`src/rtl/decim2_d4_cic.sv`:
```
// Decimate-by-4, two-stage CIC with gain normalisation (/16, round half up)
// and a one-entry valid/ready output register.
module decim2_d4_cic #(
  parameter int unsigned DATA_WIDTH = 32,
  parameter int unsigned N_bits     = 4
) (
  input  logic                  clk,
  input  logic                  rst,
  input  logic                  clear,
  input  logic                  en,
  input  logic                  s_valid,
  output logic                  s_ready,
  input  logic [DATA_WIDTH-1:0] s_data,
  output logic                  m_valid,
  input  logic                  m_ready,
  output logic [DATA_WIDTH-1:0] m_data,
  output logic [1:0]            phase
);

  localparam int unsigned AW = DATA_WIDTH + N_bits;  // integrator/comb width
  localparam int unsigned RW = AW + 1;                // rounding headroom
  localparam int unsigned SW = RW - N_bits;           // width after normalising shift

  logic signed [AW-1:0]         i1;
  logic signed [AW-1:0]         i2;
  logic signed [AW-1:0]         d_z;
  logic signed [AW-1:0]         c1_z;
  logic signed [AW-1:0]         i1_next;
  logic signed [AW-1:0]         i2_next;
  logic signed [AW-1:0]         c1;
  logic signed [AW-1:0]         c2;
  logic signed [RW-1:0]         rnd;
  logic signed [SW-1:0]         shf;
  logic                         fits;
  logic [DATA_WIDTH-1:0]        sat;
  logic                         accept;
  logic                         dec_evt;
  logic                         out_hs;

  // Only the 4th sample of a group needs the output slot, so only it stalls.
  assign s_ready = en && !((phase == 2'd3) && m_valid && !m_ready);
  assign accept  = s_valid && s_ready;
  assign dec_evt = accept && (phase == 2'd3);
  assign out_hs  = m_valid && m_ready;

  // Integrator and comb datapath, all modulo 2^AW.
  always_comb begin
    i1_next = i1 + AW'($signed(s_data));
    i2_next = i2 + i1_next;
    c1      = i2_next - d_z;
    c2      = c1 - c1_z;
  end

  // Gain normalise with round half up, then saturate to the output range.
  always_comb begin
    rnd  = RW'(c2) + RW'(1 << (N_bits - 1));
    shf  = SW'(rnd >>> N_bits);
    fits = (shf[SW-1:DATA_WIDTH-1] == {(SW - DATA_WIDTH + 1){shf[SW-1]}});
    if (fits) begin
      sat = shf[DATA_WIDTH-1:0];
    end else if (shf[SW-1]) begin
      sat = {1'b1, {(DATA_WIDTH - 1){1'b0}}};
    end else begin
      sat = {1'b0, {(DATA_WIDTH - 1){1'b1}}};
    end
  end

  always_ff @(posedge clk) begin
    if (rst || clear) begin
      i1      <= '0;
      i2      <= '0;
      d_z     <= '0;
      c1_z    <= '0;
      phase   <= 2'd0;
      m_data  <= '0;
      m_valid <= 1'b0;
    end else begin
      if (accept) begin
        i1    <= i1_next;
        i2    <= i2_next;
        phase <= phase + 2'd1;
      end
      // A new result wins over a simultaneous drain, so m_valid stays high.
      if (dec_evt) begin
        d_z     <= i2_next;
        c1_z    <= c1;
        m_data  <= sat;
        m_valid <= 1'b1;
      end else if (out_hs) begin
        m_valid <= 1'b0;
      end
    end
  end

endmodule

```
`config.mk`:
```
export PLATFORM = sky130hd
export DESIGN_NAME = decim2_d4_cic
export DESIGN_NICKNAME = d
export VERILOG_FILES = /design/src/rtl/decim2_d4_cic.sv
export SDC_FILE = /design/constraint.sdc
export NUM_CORES = 1
export LEC_CHECK = 0
export ABC_CLOCK_PERIOD_IN_PS = 22400
export CAP_MARGIN = 10
export CORE_ASPECT_RATIO = 1.25
export CORE_MARGIN = 4
export CORE_UTILIZATION = 47
export CTS_BUF_LIST = sky130_fd_sc_hd__clkbuf_4 sky130_fd_sc_hd__clkbuf_8
export DETAILED_ROUTE_END_ITERATION = 12
export PLACE_DENSITY = 0.76
export SETUP_SLACK_MARGIN = 0.2
export SYNTH_ARGS = -nofsm -noshare
export SYNTH_HDL_FRONTEND = slang
export SYNTH_SLANG_ARGS = --single-unit
```
`constraint.sdc`:
```
create_clock -name clk -period 22.4 [get_ports clk]
set_input_delay 3.36 -clock clk [delete_from_list [all_inputs] [get_ports clk]]
set_output_delay 3.36 -clock clk [all_outputs]
set_load 0.02 [all_outputs]
```
# Yosys cells after proc, flatten, opt, wreduce, memory -nomap -nowiden
# Cells that the tools add are included.
[totals] mem_bits_ro=0 mem_bits_rw=0 word_cells=29 memories=0 latch_bits=0 reg_bits=179 inputBits=38 output_inout_bits=36
[op_classes] mul=0 shift=0 order_cmp=0 n_bitwise=0 muxes=4 div=0 reduce_logical=10 n_eq_ne=2 add_sub_neg=6
[ops] operator="subtractor 36 bit" count=2
[ops] operator="2-to-1 mux 32 bit" count=2
[ops] operator="adder 36 x 5 -> 37 bit (second input constant)" count=1
[ops] operator="adder 36 x 32 -> 36 bit" count=1
[ops] operator="adder 36 bit" count=1
[ops] operator="logical AND 1 bit" count=6
[ops] operator="adder 2 x 1 -> 2 bit (second input constant)" count=1
[ops] operator="equality test 2 bit (second input constant)" count=1
[ops] operator="zero test 1 bit" count=2
[ops] operator="2-to-1 mux 1 bit" count=2
[ops] operator="nonzero test 2 bit" count=1
[ops] operator="equality test 1 bit" count=1
[ops] operator="logical OR 1 bit" count=1

# Longest topological paths before layout
[depth] word_depth=8 ltp_mapped=48 mapped_depth_nobuf=45

# Worst setup path before layout
# OpenSTA, ideal clock, no wires.
[synth_timing] path_kind="input to register" startpoint="input port s_data[0]" endpoint="register m_data[30]" path_stages=41 n_path_buf=0 t_arrival_ps=12009 setup_slack_ps=10267 required_ps=22277 setup_ps=123 path_cell_list="ha_1 -> fa_1 -> a21o_1 -> a21oi_1 -> nor2b_1 -> o21a_1 -> o41a_1 -> a21oi_1 -> o21ai_0 -> a21o_1 -> a21oi_1 -> xnor2_1 -> ha_1 -> nor2b_1 -> o21ai_0 -> o21ai_0 -> nor2_1 -> a21oi_1 -> [5 not listed] -> a211oi_1 -> nand2_1 -> or4_1 -> o211ai_2 -> o21bai_1 -> a21oi_1 -> xnor2_1 -> ha_1 -> nand4_1 -> or3_1 -> or3_1 -> a22o_1 -> nor4_1 -> nand2_1 -> or4_1 -> or3_2 -> a21oi_1 -> o21ai_0"
[synth_via] elab_chain_cells=7 elab_cells_between_ends=8 classes_between="add/sub (5); eq/ne (1); mux (2)"
[synth_rtl] element="start, declared" line="13" text="input logic [DATA_WIDTH-1:0] s_data,"
[synth_rtl] element="adder 36 x 32 -> 36 bit *" line="48" text="i1_next = i1 + AW'($signed(s_data));"
[synth_rtl] element="named net i1_next[16]" line="28" text="logic signed [AW-1:0] i1_next;"
[synth_rtl] element="adder 36 bit *" line="49" text="i2_next = i2 + i1_next;"
[synth_rtl] element="named net i2_next[20]" line="29" text="logic signed [AW-1:0] i2_next;"
[synth_rtl] element="subtractor 36 bit *" line="50" text="c1 = i2_next - d_z;"
[synth_rtl] element="named net c1[25]" line="30" text="logic signed [AW-1:0] c1;"
[synth_rtl] element="subtractor 36 bit *" line="51" text="c2 = c1 - c1_z;"
[synth_rtl] element="adder 36 x 5 -> 37 bit *" line="56" text="rnd = RW'(c2) + RW'(1 << (N_bits - 1));"
[synth_rtl] element="2-to-1 mux 32 bit or equality test 1 bit (tied branches)" line="61, 58"
[synth_rtl] element="2-to-1 mux 32 bit *" line="59" text="if (fits) begin"
[synth_rtl] element="end signal, assigned" line="87" text="m_data <= sat;"
[synth_rtl] element="end, declared" line="16" text="output logic [DATA_WIDTH-1:0] m_data,"
# The timed path passes the listed nets; every way through them passes the cells marked *.
# A chain may end at the register's enable or synchronous reset.

# Worst setup path after layout
# Same ends and word-level chain as after synthesis.

==> flow_summary.json <==
{
  "outcome": "finished clean",
  "ir_drop_v": 0.0000423,
  "mappedNetlistArea_sq_um": 14600,
  "ioPinCount": 74,
  "synth.most_common_cell": "nand2_1",
  "slew_headroom_pct": 37.4,
  "cts.clk_slew.worst_paths_ns": 0.09,
  "syn-instance-count": 1971,
  "initialDrtViolationCount": 854,
  "timing.hold.worst_endpoint": "d_z[3]",
  "reg2reg_depth": 40,
  "cts.sinks": 179,
  "worstHoldStart": "d_z[3]",
  "setup_viol": 0,
  "antenna_left": 0,
  "die_y_um": 205,
  "hold_path_class": "flip-flop to flip-flop",
  "wl_per_cell_um": 14.4,
  "antenna_cells": 0,
  "synthMuxAreaShare_pct": 0.378,
  "area_growth_pct": 9.74,
  "fin_ws_ns": 9.18,
  "htree_levels": 4,
  "die_area_sq_um": 33900,
  "grt_use_total_pct": 20.6,
  "hold_path_depth": 2,
  "drt_pass1_iterations": 6,
  "drt_wl_total_mm": 34.6,
  "fp.dieW_um": 165,
  "period_share_pct": 59.0,
  "critPathSlowestCell": "or4_1",
  "cts_tree": "done",
  "synth_top_area_share_pct": 24.6,
  "clock.fmax_ghz": 0.0756,
  "maxSlewViolCount": 0,
  "synthArstFlopShare_pct": 0,
  "synth-simple-area-share_pct": 21.3,
  "vias": 13500,
  "crit_fanout": 7,
  "tightestPinTransition_ns": 0.939,
  "insertion_delay_ns": 0.49,
  "antenna_found_initial": 0,
  "final.min_clock_period_ns": 13.22,
  "synth_top_family_by_area": "compound AO/OA/AOI/OAI gates",
  "worstPathArrival_ns": 13.60,
  "synth_common_cells": "335 x nand2_1, 236 x a21oi_1, 179 x dfxtp_1",
  "rrSetupSlack_ns": 12.16,
  "postCtsHoldBufs": 0,
  "start_util_pct": 48.0,
  "cp-end-kind": "flip-flop",
  "synth_edf_count": 0,
  "core-area_sq_um": 30400,
  "synth-xor-area-share_pct": 9.40,
  "synthAdderAreaFrac_pct": 12.7,
  "criticalPathCategory": "primary input to flip-flop",
  "final.setup.tns_ns": 0,
  "grt_pass1_vias": 12900,
  "yosysUniqueCellTypes": 82,
  "skew_ns": 0.0203,
  "post_cts_buffers": 0,
  "portBuffers": 73,
  "numCtsBuffers": 17,
  "layout.nets": 2173,
  "postCtsResizedCells": 0,
  "rsz0062_at_grt": "no",
  "post_route_cells_drive_above_1_share_pct": 3.94,
  "synth.top_cells.by_area": "dfxtp_1 25%, ha_1 12%, nand2_1 8.6%",
  "critPathRequiredTime_ns": 22.77,
  "viasPerCell": 5.60,
  "synth_nets": 2154,
  "grt_max_degree": 96,
  "dp_slack_ns": 8.70,
  "worstSetupStartpointType": "primary input",
  "ys.flop_type": "dfxtp_1",
  "power_density_nw_per_um2": 78.6,
  "gp_congestion": 0.906,
  "r2r-end": "m_data[30]",
  "hold_violations": 0,
  "clk_path_buf_depth": 2,
  "cp_common_cell": "a21oi_1",
  "yosysSeqAreaShare_pct": 24.6,
  "synth-compound-area-share_pct": 25.9,
  "ys_ff_latch": 179,
  "cellLeakagePower_uw": 0.00634,
  "grt_pass1_wl_mm": 59.4,
  "hpwl_mm": 26.2,
  "row_count": 71,
  "yosys.area.top_type": "dfxtp_1",
  "syn_area_per_cell_sq_um": 7.39,
  "maxCapViolations": 0,
  "cts-root-buf": "clkbuf_8",
  "drc_errors": 0,
  "cpPeakStageDelay_ns": 0.62,
  "fin_util_pct": 52.6,
  "overflow": 0,
  "synth_warnings": 0,
  "worstReg2RegStart": "i1[0]"
}
## layer usage
layer | track usage, % | routed length, um | vias up
li1 | - | - | 6977
met1 | 26.5 | 15900 | 6129
met2 | 35.8 | 16600 | 311
met3 | 2.64 | 1400 | 50
met4 | 6.69 | 693 | 0
met5 | 0 | 0 | -
## layout make-up
cell class              instances  area, sq um
inverters                     134          503
clock inverters                11          173
flip-flops and latches        179         3580
fillers                      2944        14400
well taps                     401          502
repair buffers                 81          791
multi-input cells            1577        10200
clock buffers                  21          277
## critical path: cells and delay by family
family / cells / cell delay, ns
compound gates: 19 / 4.03
xor+xnor: 3 / 0.46
fa+ha+maj: 5 / 1.73
buf+inv: 1 / 0.41
simple gates: 13 / 3.61
## placed cells by master, fill, tap and decap left out, types with 21 or more instances in the layout
cell / count
ha_1: 142
o21ai_0: 87
nand2b_1: 21
a21o_1: 68
xnor2_1: 95
dfxtp_1: 179
a21oi_1: 236
a211oi_1: 24
nor2_1: 119
nand2_1: 333
nor3_1: 25
a31oi_1: 32
xor2_1: 54
nand3_1: 50
inv_1: 134
clkdlybuf4s50_1: 73
## registers in the layout, summed over array words and instances, names as in the netlist
name	count
c1_z	36
d_z	36
i1	36
i2	36
m_data	32
phase	2
m_valid	1
## stage by stage
step	area, sq um	hold WS (ns)	total power [uW]	std cells
after global routing	16000	0.474	1350	2404
after global placement	15500	0.441	991	2370
final	16000	0.454	1260	2404
after CTS	16000	0.459	1260	2402
after detailed placement	15500	0.447	1000	2370
after floorplan	14600	0.436	869	1971
## report_power, final
group          leakage, uW  internal (uW)  switching, uW
Combinational      0.00467            267            414
Sequential         0.00145            322           2.22
Clock             0.000228            131            122
Total              0.00634            719            538
## kinds of logic (layout without fill, tap and decap cells)
logic type / count (synthesis) / after routing
AO/OA/AOI/OAI: 595 / 595
XOR/XNOR: 152 / 152
adder cells (fa/ha/maj): 146 / 146
buffers and inverters: 215 / 247
flip-flops: 179 / 179
multiplexers: 5 / 5
AND/OR/NAND/NOR: 679 / 679
## worst max-delay path by stage
| stage | to | slack [ns] | startpoint | cells past startpoint |
|---|---|---|---|---|
| after floorplan | m_data[30] | 10.27 | s_data[0] | 41 |
| after global placement | m_data[28] | 9.08 | s_data[0] | 40 |
| after detailed placement | m_data[28] | 8.70 | s_data[0] | 41 |
| after CTS | m_data[28] | 9.20 | s_data[0] | 40 |
| after global routing | m_data[18] | 8.35 | s_data[0] | 44 |
| final | m_data[30] | 9.18 | s_data[0] | 41 |
Power figures use the tool's default switching activity.
==> patch: new RTL, config.mk and constraints unchanged <==
Change the parameter `N_bits` from 4 to 3.
--- a/src/rtl/decim2_d4_cic.sv
+++ b/src/rtl/decim2_d4_cic.sv
@@ -2,7 +2,7 @@
 // and a one-entry valid/ready output register.
 module decim2_d4_cic #(
   parameter int unsigned DATA_WIDTH = 32,
-  parameter int unsigned N_bits     = 4
+  parameter int unsigned N_bits     = 3
 ) (
   input  logic                  clk,
   input  logic                  rst,
Behaviour: not the same (a bounded check fails within 10 cycles, from zero or initial values).
==> patch against the original RTL <==
Total power decreased by 6.9%. Synthesized cell count is 5.2% lower. Wire length decreased by 8.2%. Worst setup slack worse by 230 ps. Count of clock-buffer cells in the layout fell by 2. Sequential cell count shrank 4. Largest power group unchanged. Critical path type unchanged. Cell area decreased by 3.1%. Sequential power fell by 2%. Area after synthesis fell by 3.1%.
==> patch: results (changes against the original RTL) <==
{| class="wikitable"
! Metric !! Value
|-
| Start point of the critical path || s_data[1]
|-
| Number of DRC markers after the initial detailed-route iteration || 606 (-29%)
|-
| Critical R2R Capture || m_data[3]$_SDFFE_PP0P_
|-
| Mapped Nets || 2,047 (-5.0%)
|-
| Type of destination of the critical path || flop
|-
| Final Routed Wirelength || 31,800 um (-8.2%)
|-
| Maximum VDD drop || 0.0417 mV (-1.3%)
|-
| Max Clock Skew || 18.5 ps (-1.84 ps)
|-
| Yosys warning count || 0 (unchanged)
|-
| Global routing usage summed across all routing layers || 19.1% (-1.5 points)
|-
| Largest net degree at the start of global routing || 92 (-4.2%)
|-
| DP Wirelength || 24,100 um (-7.8%)
|-
| Top delay family on crit path || compound AO/OA/AOI/OAI gates
|-
| Final nets || 2,074 (-4.6%)
|-
| Arrival time reported for the critical path endpoint || 13,860 ps (+260 ps)
|-
| Clock insertion delay at the later pin of the skew report || 480 ps
|-
| Number of antenna violations at the first check in global routing || 0 (unchanged)
|-
| Critical register-to-register path startpoint || i1[0]$_SDFFE_PP0P_
|-
| Ranking of synthesized cells by instance count || sky130_fd_sc_hd__nand2_1 (319), sky130_fd_sc_hd__a21oi_1 (223), sky130_fd_sc_hd__dfxtp_1 (175)
|-
| Number of vias after detailed routing || 12,900 (-4.5%)
|-
| Share of synthesized area occupied by flip-flops and latches || 24.8% (+0.21 points)
|-
| Via count of the first global-routing pass || 12,200 (-5.3%)
|-
| Share of cells above drive strength 1 || 5.55% (+1.6 points)
|-
| Setup slack of the most critical reg-to-reg path || 11,940 ps (-220 ps)
|-
| First drt pass iteration count || 5 (-1)
|-
| Actual transition at the worst max-transition pin || 1180 ps (+240 ps)
|-
| Gp weighted congestion || 0.906 (about the same)
|-
| Most area-consuming cells after synthesis || sky130_fd_sc_hd__dfxtp_1 (25%), sky130_fd_sc_hd__ha_1 (12%), sky130_fd_sc_hd__nand2_1 (8.5%)
|-
| Master of the slowest instance on the critical path || sky130_fd_sc_hd__a31oi_2
|-
| Path depth of the worst reg2reg path || 41 (+2.5%)
|-
| Highest net fanout along the worst path || 21 (+14)
|-
| Count of unique library cells instantiated by Yosys || 99 (+21%)
|-
| Status || finished clean
|-
| Wire length of the first global-routing pass || 54,700 um (-7.9%)
|-
| Reported leakage power || 0.00609 uW (-4.0%)
|-
| Largest stage delay, worst path || 1000 ps (+380 ps)
|}
## patch: tightest hold or removal path, stage by stage (launching register included)
cell                      delay (ps)
sky130_fd_sc_hd__dfxtp_1         320
sky130_fd_sc_hd__nand2_1          50
sky130_fd_sc_hd__a21oi_1          50
## patch: through the flow
step                      cells  setup WS, ps  area [um^2]
after floorplan            1869         10870        14100
after global placement     2273          8820        15100
after detailed placement   2273          8490        15100
after CTS                  2305          8980        15500
after global routing       2305          7780        15500
final                      2305          8950        15500
## patch: area by class of cell
cell class	count	area, um^2
inverter	115	432
timing repair buffer	79	776
multi-input combinational	1508	9900
sequential	175	3500
tap	396	495
fill	2897	13900
clock buffer	19	255
clock inverter	13	128
## patch: power breakdown
group	total [uW]	switching, uW	leakage [uW]	internal [uW]
clock network	218	124	0.000193	94.2
logic	635	382	0.00448	253
registers	317	2.13	0.00141	315
total	1170	509	0.00609	661
## patch: cells by family (layout without fill, tap and decap cells)
| kind of cell | count (synthesis) | count (layout) | synth area share [%] |
|---|---|---|---|
| adders and majority gates | 141 | 141 | 12.6 |
| xor gates and xnor gates | 158 | 158 | 10.1 |
| muxes | 4 | 4 | 0.292 |
| AOI/OAI and AO/OA | 547 | 547 | 25.6 |
| and+or+nand+nor | 658 | 658 | 21.3 |
| buffers and inverters | 186 | 226 | 5.17 |
| DFF | 175 | 175 | 24.8 |
## patch: routing by layer
layer	routed length, um	global-route usage (%)	vias up
li1	-	-	6614
met3	968	2.69	61
met2	15300	33.9	216
met5	0	0	-
met1	14600	23.3	5966
met4	919	7.37	0
## patch: how the worst min path moves through the flow
stage / depth (start not counted) / to / start / slack [ps]
after floorplan: 2 / c1_z[10]$_SDFFE_PP0P_ / c1_z[10]$_SDFFE_PP0P_ / 440
after global placement: 2 / d_z[3]$_SDFFE_PP0P_ / d_z[3]$_SDFFE_PP0P_ / 440
after detailed placement: 2 / c1_z[19]$_SDFFE_PP0P_ / c1_z[19]$_SDFFE_PP0P_ / 450
after CTS: 2 / c1_z[19]$_SDFFE_PP0P_ / c1_z[19]$_SDFFE_PP0P_ / 460
after global routing: 2 / d_z[24]$_SDFFE_PP0P_ / d_z[24]$_SDFFE_PP0P_ / 480
final: 2 / c1_z[14]$_SDFFE_PP0P_ / c1_z[14]$_SDFFE_PP0P_ / 460
